===== src/rtl/counter_pkg.sv =====
// Shared digit limits for the BCD stopwatch.
// Each value is the last count a digit reaches before it wraps to zero.
package counter_pkg;

  localparam int unsigned TenthsMax   = 9;
  localparam int unsigned SecUnitsMax = 9;
  localparam int unsigned SecTensMax  = 5;
  localparam int unsigned MinutesMax  = 9;

endpackage


===== src/rtl/bcd_digit.sv =====
// One wrapping decimal digit register with a carry out to the next digit.
// The digit counts 0..MAX and carry is high on the tick that wraps it.
module bcd_digit #(
  parameter int unsigned MAX = 9
) (
  input  logic       clk,
  input  logic       r,
  input  logic       inc,
  output logic [3:0] digit,
  output logic       carry
);

  localparam logic [3:0] MaxVal = 4'(MAX);

  logic [3:0] digit_q, digit_d;

  // Using >= means an out-of-range value goes back to zero instead of stepping through A-F.
  always_comb begin
    digit_d = digit_q;
    if (inc) begin
      digit_d = (digit_q >= MaxVal) ? 4'd0 : digit_q + 4'd1;
    end
  end

  always_ff @(posedge clk or negedge r) begin
    if (!r) begin
      digit_q <= 4'd0;
    end else begin
      digit_q <= digit_d;
    end
  end

  assign digit = digit_q;
  assign carry = inc & (digit_q == MaxVal);

endmodule


===== src/rtl/counter.sv =====
// BCD stopwatch with a range of 0:00.0 to 9:59.9.
// Four digits are chained through combinational carries, so every digit updates on the same edge.
module counter
  import counter_pkg::*;
(
  input  logic       clk,
  input  logic       r,
  input  logic       en,
  output logic [3:0] q0,
  output logic [7:0] qs,
  output logic [3:0] qm
);

  logic       c_tenths, c_sec_units, c_sec_tens;
  logic       unused_min_carry;
  logic [3:0] sec_units, sec_tens;

  bcd_digit #(
    .MAX(TenthsMax)
  ) u_tenths (
    .clk  (clk),
    .r    (r),
    .inc  (en),
    .digit(q0),
    .carry(c_tenths)
  );

  bcd_digit #(
    .MAX(SecUnitsMax)
  ) u_sec_units (
    .clk  (clk),
    .r    (r),
    .inc  (c_tenths),
    .digit(sec_units),
    .carry(c_sec_units)
  );

  bcd_digit #(
    .MAX(SecTensMax)
  ) u_sec_tens (
    .clk  (clk),
    .r    (r),
    .inc  (c_sec_units),
    .digit(sec_tens),
    .carry(c_sec_tens)
  );

  // The minute carry has nowhere to go. A full wrap returns the count to 0:00.0 without a flag.
  bcd_digit #(
    .MAX(MinutesMax)
  ) u_minutes (
    .clk  (clk),
    .r    (r),
    .inc  (c_sec_tens),
    .digit(qm),
    .carry(unused_min_carry)
  );

  assign qs = {sec_tens, sec_units};

endmodule


===== config.mk =====
export PLATFORM = sky130hd
export DESIGN_NAME = counter
export DESIGN_NICKNAME = d
export VERILOG_FILES = /design/src/rtl/counter_pkg.sv /design/src/rtl/bcd_digit.sv /design/src/rtl/counter.sv
export SDC_FILE = /design/constraint.sdc
export NUM_CORES = 1
export LEC_CHECK = 0
export BUFFER_PORTS_ARGS = -buffer_cell sky130_fd_sc_hd__buf_4
export CAP_MARGIN = 20
export CORE_UTILIZATION = 48
export DETAILED_ROUTE_END_ITERATION = 10
export PLACE_DENSITY = 0.82
export REMOVE_ABC_BUFFERS = 1
export SLEW_MARGIN = 40
export SYNTH_ARGS = -nofsm -noshare
export SYNTH_HDL_FRONTEND = slang
export SYNTH_HIERARCHICAL = 1
export SYNTH_SLANG_ARGS = --single-unit

===== constraint.sdc =====
create_clock -name clk -period 2.14 [get_ports clk]
set_input_delay 0.107 -clock clk [delete_from_list [all_inputs] [get_ports clk]]
set_output_delay 0.107 -clock clk [all_outputs]
set_load 0.01 [all_outputs]

* Word level (Yosys, flattened, before mapping)
Cells that the tools add are included.
** Cells by class
- Add/sub/neg operators :: 4
- Magnitude comparators :: 4
- Equal/unequal tests :: 3
- Muxes and demuxes :: 4
- Bitwise gates (word level) :: 3
** Operators with widths (number)
- 4-bit by 1-bit adder with 4-bit output (second input constant) :: 4
- 4-bit two-way mux :: 4
- 4-bit greater-or-equal comparator (second input constant) :: 3
- 4-bit == test (second input constant) :: 2
- 4-bit by 3-bit == test with 1-bit output (second input constant) :: 1
- 4-bit by 3-bit greater-or-equal comparator with 1-bit output (second input constant) :: 1
- 1-bit AND :: 3
** Storage, ports and cells
- Register bits :: 16
- Input port bits :: 3
- Output and inout bits :: 16
- Word-level logic and storage cells :: 22

* Logic depth before layout (Yosys ltp)
Gate-level depths: netlist (run 1).
- Word-level depth :: 4
- Depth in mapped cells :: 11
- Depth with buffers taken out :: 9

* Hierarchy
Netlist (run 1), hierarchy kept.
** By module, submodules not included
- bcd_digit (u_minutes ...) :: times used 3, cells each 23, area an instance 246.5 um^2, seq. area each 100.1 um^2
- bcd_digit (u_sec_tens) :: times used 1, cells each 25, area an instance 256.5 um^2, seq. area each 100.1 um^2

* Worst setup path after synthesis (run 1)
No wires, ideal clock.
- Kind :: reg2reg
- Start :: register u_tenths.digit_q[1] (netlist: u_tenths/digit[1])
- End :: register u_minutes.digit_q[2] (netlist: u_minutes/digit[2])
- Arrival time :: 2.296 ns
- Required time :: 2.018 ns
- Path slack :: -0.278 ns
- Stages on the path, launching flop included :: 12
- Path buffers :: 2
- Period minus slack after synthesis :: 2.418 ns
- Path through :: dfrtp_1 -> inv_1 -> ha_1 -> and3_1 -> buf_2 -> and2b_2 -> and3_1 -> and2b_1 -> and3_1 -> buf_2 -> and2b_2 -> a32o_1
** On the way
- Cells in the longest elaborated chain, start to end :: 4
** RTL lines
- from (decl) :: line bcd_digit.sv:15 : logic [3:0] digit_q, digit_d;
- from (signal assigned) :: line bcd_digit.sv:29 : digit_q <= digit_d;
- 4-bit == test :: line bcd_digit.sv:34 : assign carry = inc & (digit_q == MaxVal);
- 1-bit AND :: line bcd_digit.sv:34
- via c_tenths :: line counter.sv:14 : logic c_tenths, c_sec_units, c_sec_tens;
- 1-bit AND :: line bcd_digit.sv:34
- via c_sec_units :: line counter.sv:14
- 1-bit AND :: line bcd_digit.sv:34
- via c_sec_tens :: line counter.sv:14
- to (signal assigned) :: line bcd_digit.sv:29
- to (decl) :: line bcd_digit.sv:15
The timed path passes the listed nets, and every way through them passes these cells.
A chain may end at the register's enable or synchronous reset.

* Worst setup path after layout (run 1)
- Start :: register u_tenths.digit_q[2] (netlist: u_tenths/digit[2])
- End :: register u_minutes.digit_q[2] (netlist: u_minutes/digit[2])
The elaborated chain is that of the path after synthesis.

==> summary.txt, run 1 <==
Outcome
  – Outcome: complete, no violations

Worst setup path
  – Most used cell, CP: and2b_2
  – Worst EP required: about 2.3 ns
  – Crit-path max cell delay: 0.36 ns
  – Slowest CP cell: dfrtp_1
  – CP Data Arrival Time: 2.24 ns
  – Crit Reg-Reg Startpoint: u_tenths/digit[2]
  – CP max FO: 2
  – CP Class: reg -> reg
  – CP Capture Type: register
  – Worst Setup SP: u_tenths/digit[2]
  – Crit path cell chain: and2b_2 -> and3_4 -> and2b_2 -> and3_1 -> and2b_1 -> and3_1 -> and2b_2 -> a32o_1
  – Critical Path Source Type: register

Job
  – Max cap viols: 0

Cells and area
  – Layout area overhead: 28.1%
  – Final Util: roughly 65%
  – # fillers: 156
  – Seq. cell area: 400 sq um
  – N_diodes: 0
  – Design area: roughly 1300 sq um
  – Share of cells above drive strength 1: roughly 33%
  – Area of the multi-input gates: 543 sq um
  – Nets: roughly 140

Clock tree
  – H-tree Lvls: 1
  – CTS tree: yes
  – Sink Count: 16
  – CTS Buf Count: 3
  – Clock Latency Late Sink: approximately 0.28 ns
  – CTS root buf: clkbuf_4
  – Clock slew at reported path FFs: 0.09 ns
  – CTS Buffer Depth: 2

Synth
  – Ys Warns: 6
  – Cell area after synthesis: between 900 and 1000 sq um
  – Syn_area_per_cell: approximately 11 sq um
  – Cells after Synth: between 90 and 100

STA
  – Slew headroom: about 80%
  – Final Hold Fails: 0
  – Final Skew: 0.00430 ns
  – Post-route setup slack: around 0.073 ns
  – Fmax: between 400 and 500 MHz
  – Worst slew pin tran: roughly 0.28 ns
  – Slew Viols, Final: 0
  – Final period utilization: a little over nine tenths
  – Setup TNS: 0 ns
  – Min Tclk post-route: about 2.1 ns
  – Setup violations, final: 0

GRT
  – Largest net degree at the start of global routing: 17
  – Initial antenna violation count: 0
  – Tot GR Track Use: about a fifth
  – Vias in the first global route: 753
  – First-pass GRT wire length: roughly 3100 um
  – Total gr overflow: 0

Die
  – Core region area: 1940 sq um
  – Die W: 47.4 um
  – DIE HEIGHT: roughly 47 um
  – Die area: roughly 2200 sq um
  – Rows: 16
  – IO Pins: 19
  – Initial Util: between 50% and 60%

Power
  – Peak VDD IR: between 0.6 and 0.7 mV
  – Pleak: around 0.63 nW
  – Power Total: 1.09 mW
  – Pwr Density: 862 nW/um^2

Drt
  – DR pass1 iterations: 4
  – Total number of vias: between 700 and 800
  – Routed wire length: 2100 um
  – Via density: roughly 5.4
  – Antenna viol nets, final: 0
  – WL/cell: 14.2 um
  – 1st-iter DRT viols: 18
  – DR DRC count: 0

Hold path
  – Worst hold start: en
  – Hold crit path type: in -> reg

Place
  – Pre-CTS setup slack: roughly 0.074 ns
  – I/O Buffers: 18
  – Post-placement cell area: roughly 1200 sq um
  – HPWL Detailed: 1480 um
  – GPL Wtd Cong: around 0.82
[stage by stage]
| stage | std cells | hold WS, ns |
|---|---|---|
| global placement | 142 | -0.0218 |
| floorplan | 90 | -0.189 |
| CTS | 147 | 0.0504 |
| global route | 148 | 0.0614 |
| finish | 148 | 0.0695 |
| detailed placement | 142 | -0.0219 |
[layout by cell type (no fill, tap or decap), types with 2 or more instances in the layout]
cell type  count
a31oi_1        9
a32o_1         4
a41oi_1        3
and2b_2        3
and3_1         2
buf_4         26
clkbuf_4       3
dfrtp_1       16
ha_1          11
inv_1         13
mux2i_1        3
nand2_1        3
o21ai_0        7
or3_4          3
xnor2_1        3
[worst paths after layout]
kind	endpoint	slack [ns]	cells past startpoint
worst max-delay path	u_minutes/digit[2]	0.07	8
worst min-delay path	u_tenths/digit[1]	0.07	2
worst max register to register	u_minutes/digit[2]	0.07	8
worst min register to register	u_sec_tens/digit[3]	0.57	2
max in group asynchronous	u_minutes/digit[0]	1.75	2
min in group asynchronous	u_sec_tens/digit[0]	0.21	2
[report_power, final]
part	switching, mW	leakage [nW]	internal, mW	total (mW)
logic	0.239	0.409	0.249	0.488
registers	0.0528	0.205	0.355	0.408
clock network	0.0932	0.0210	0.104	0.197
[state kept, by name, indices dropped and copies added (netlist names)]
register and cells:
u_sec_units/digit 4, u_minutes/digit 4, u_sec_tens/digit 4, u_tenths/digit 4
[metal layers]
layer  wire [um]  up-vias  GRT usage [%]
li1            -      390              -
met2        1140       21           34.5
met4           6        0           6.86
met5           0        -              0
met3          53        2           2.31
met1         901      381           25.7
[worst max-delay path, delay by kind of cell (launching register included)]
family	cells	cell delay, ns
compound gates	1	0.25
simple gates	7	1.35
flops	1	0.36
[what timing repair did]
| item | in CTS | in global routing |
|---|---|---|
| hold endpoints to repair | 16 | 0 |
| setup endpoints to repair | 0 | 4 |
| gates resized for setup | 0 | 3 |
| setup buffers | 0 | 1 |
| hold buffers | 1 | 0 |
[cell type report]
type	instances	share of cell area [%]
clock buffer	4	2.86
timing repair buffer	27	16.2
multi-input combinational	61	42.8
sequential	16	31.6
inverter	13	3.85
tap	27	2.67
Power figures use the tool's default switching activity.
==> inputs of run 2 (changes only) <==
--- a/config.mk
+++ b/config.mk
@@ -7,9 +7,9 @@
 export LEC_CHECK = 0
 export BUFFER_PORTS_ARGS = -buffer_cell sky130_fd_sc_hd__buf_4
 export CAP_MARGIN = 20
-export CORE_UTILIZATION = 48
+export CORE_UTILIZATION = 46
 export DETAILED_ROUTE_END_ITERATION = 10
-export PLACE_DENSITY = 0.82
+export PLACE_DENSITY = 0.8
 export REMOVE_ABC_BUFFERS = 1
 export SLEW_MARGIN = 40
 export SYNTH_ARGS = -nofsm -noshare
==> run 2 against run 1 <==
Compared with the run above: worst setup slack better by 0.0053 ns; sequential share of layout area grew 0.16 points; via count is 4.4% higher; total power shrank 3.8%; clock-buffer cell count fell by 1; critical path depth unchanged; clock skew shrank 0.0020 ns; first-iteration DRC count fell by 50%; worst hold slack improved by 0.0083 ns; global-route usage is 1.0 points lower; critical endpoint unchanged; largest cell class unchanged.
==> summary.txt, run 2 (synthesis gave the netlist of run 1 again) <==
Hold path
  – Hold crit path type: in -> reg

Die
  – Rows: 16
  – DIE HEIGHT: between 40 and 50 um
  – Die area: roughly 2300 sq um
  – Core region area: 2000 sq um
  – Initial Util: 49.4%
  – Die W: approximately 48 um
  – IO Pins: 19

STA
  – Post-route setup slack: 0.0784 ns
  – Slew Viols, Final: 0
  – Final Skew: around 0.0023 ns
  – Worst slew pin tran: ~0.25 ns
  – Fmax: around 490 MHz
  – WHS: a little under 0.08 ns
  – Final period utilization: a little over nine tenths
  – Final Hold Fails: 0
  – Min Tclk post-route: around 2.1 ns
  – Setup violations, final: 0
  – Slew headroom: around 83%

Cells and area
  – Commonest non-fill, non-tap cell in the layout: buf_4
  – Nets: approximately 140
  – Share of cells above drive strength 1: roughly 34%
  – # fillers: about 160
  – N_diodes: 0
  – Design area: 1260 sq um
  – Commonest non-fill, non-tap cells in the layout: 28 x buf_4, 16 x dfrtp_1, 13 x inv_1, 11 x ha_1, 9 x a31oi_1
  – Layout area overhead: 27.4%

Drt
  – WL/cell: between 10 and 15 um
  – Via density: roughly 5.6
  – DR pass1 iterations: 4
  – DR DRC count: 0
  – 1st-iter DRT viols: 9
  – Routed wire length: ~2100 um
  – Antenna viol nets, final: 0
  – Total number of vias: just over 800

Place
  – I/O Buffers: 18
  – GPL Wtd Cong: 0.787
  – Pre-CTS setup slack: around 0.071 ns
  – HPWL Detailed: about 1500 um
  – Post-placement cell area: about 1200 sq um

GRT
  – First-pass GRT wire length: around 3400 um
  – Vias in the first global route: roughly 770
  – Total gr overflow: 0
  – Initial antenna violation count: 0
  – Tot GR Track Use: a little under a fifth
  – Largest net degree at the start of global routing: 17

Worst setup path
  – Critical Path Source Type: register
  – Slowest CP cell: dfrtp_1
  – Critical Path Stages: 8
  – Crit path cell chain: and2b_2 -> and3_1 -> and2b_2 -> and3_1 -> and2b_1 -> and3_1 -> and2b_2 -> a32o_1
  – Setup crit end: u_minutes/digit[2]
  – CP Buf/Inv Count: 0
  – Worst EP required: around 2.3 ns
  – CP Class: reg -> reg
  – Reg2reg path depth: 8
  – Crit-path max cell delay: around 0.35 ns
  – Worst Setup SP: u_tenths/digit[2]
  – Worst R2R End: u_minutes/digit[2]
  – CP max FO: 3
  – Crit Reg-Reg Startpoint: u_tenths/digit[2]
  – CP Data Arrival Time: about 2.2 ns
  – CP Capture Type: register
  – Delay-heaviest family, CP: simple AND/OR/NAND/NOR gates
  – Reg2reg setup slack: 0.08 ns

Clock tree
  – CTS tree: yes
  – H-tree Lvls: 1
  – CTS Buffer Depth: 2
  – Clock Latency Late Sink: about 0.27 ns
  – CTS Buf Count: 3
  – Sink Count: 16
  – Clock slew at reported path FFs: 0.08 ns
  – CTS root buf: clkbuf_4

Outcome
  – Outcome: complete, no violations

Power
  – Pwr Density: 833 nW/um^2
  – Peak VDD IR: 0.698 mV
  – Pleak: approximately 0.64 nW

Job
  – Max cap viols: 0
-- run 2: changes by cell type in the layout (fill, tap and decap cells not counted), sizes merged --
cell | previous run | this run
buf | 26 | 28
clkbuf | 4 | 3
-- run 2: area by class of cell --
cell class,count,area [sq um],share of cell area (%)
multi-input combinational,61,536,42.5
sequential,16,400,31.7
timing repair buffer,29,220,17.5
inverter,13,48.8,3.87
tap,27,33.8,2.68
clock buffer,3,22.5,1.79
-- run 2: where the power goes --
part | switching, mW | internal [mW] | leakage (nW)
Clock | 0.0823 | 0.0650 | 0.0138
Sequential | 0.0479 | 0.355 | 0.205
Combinational | 0.236 | 0.264 | 0.419
-- run 2: how the worst min path moves through the flow --
stage          from                   to  slack [ns]  cells after the start
6_report         en    u_tenths/digit[1]        0.08                      2
5_1_grt          en    u_tenths/digit[1]        0.07                      2
4_1_cts          en    u_tenths/digit[1]        0.07                      2
3_5_place_dp      r  u_sec_tens/digit[2]       -0.02                      1
3_3_place_gp      r   u_minutes/digit[2]       -0.03                      1
2_1_floorplan     r   u_minutes/digit[0]       -0.19                      0
-- run 2: metal layers --
metal,vias up,GRT usage [%],share of wire [%]
met5,-,0,0
met4,0,8.82,1.0
met3,2,3.77,2.4
met2,16,32.9,52
met1,418,22.6,45
li1,393,-,-
-- run 2: per-stage QoR --
step / total power [mW] / TNS, ns / instances / util [%]
after detailed placement: 0.868 / 0 / 142 / 59.8
after floorplan: 0.660 / -0.194 / 90 / -
after global placement: 0.842 / 0 / 142 / 59.8
final: 1.05 / 0 / 149 / 63.0
after CTS: 1.03 / 0 / 146 / 61.4
after global routing: 1.13 / -0.0214 / 149 / 63.0
-- run 2: worst register-to-register path, stage by stage, from the launching register on --
cell     delay, ns
dfrtp_1       0.35
and2b_2       0.23
and3_1        0.19
and2b_2       0.20
and3_1        0.18
and2b_1       0.17
and3_1        0.19
and2b_2       0.19
a32o_1        0.24
-- run 2: timing repair --
action / CTS / global route
endpoints found under the setup margin: 0 / 4
hold buffers: 1 / 0
hold endpoints to repair: 16 / 0
resized for setup: 0 / 2
buffers inserted: 0 / 3
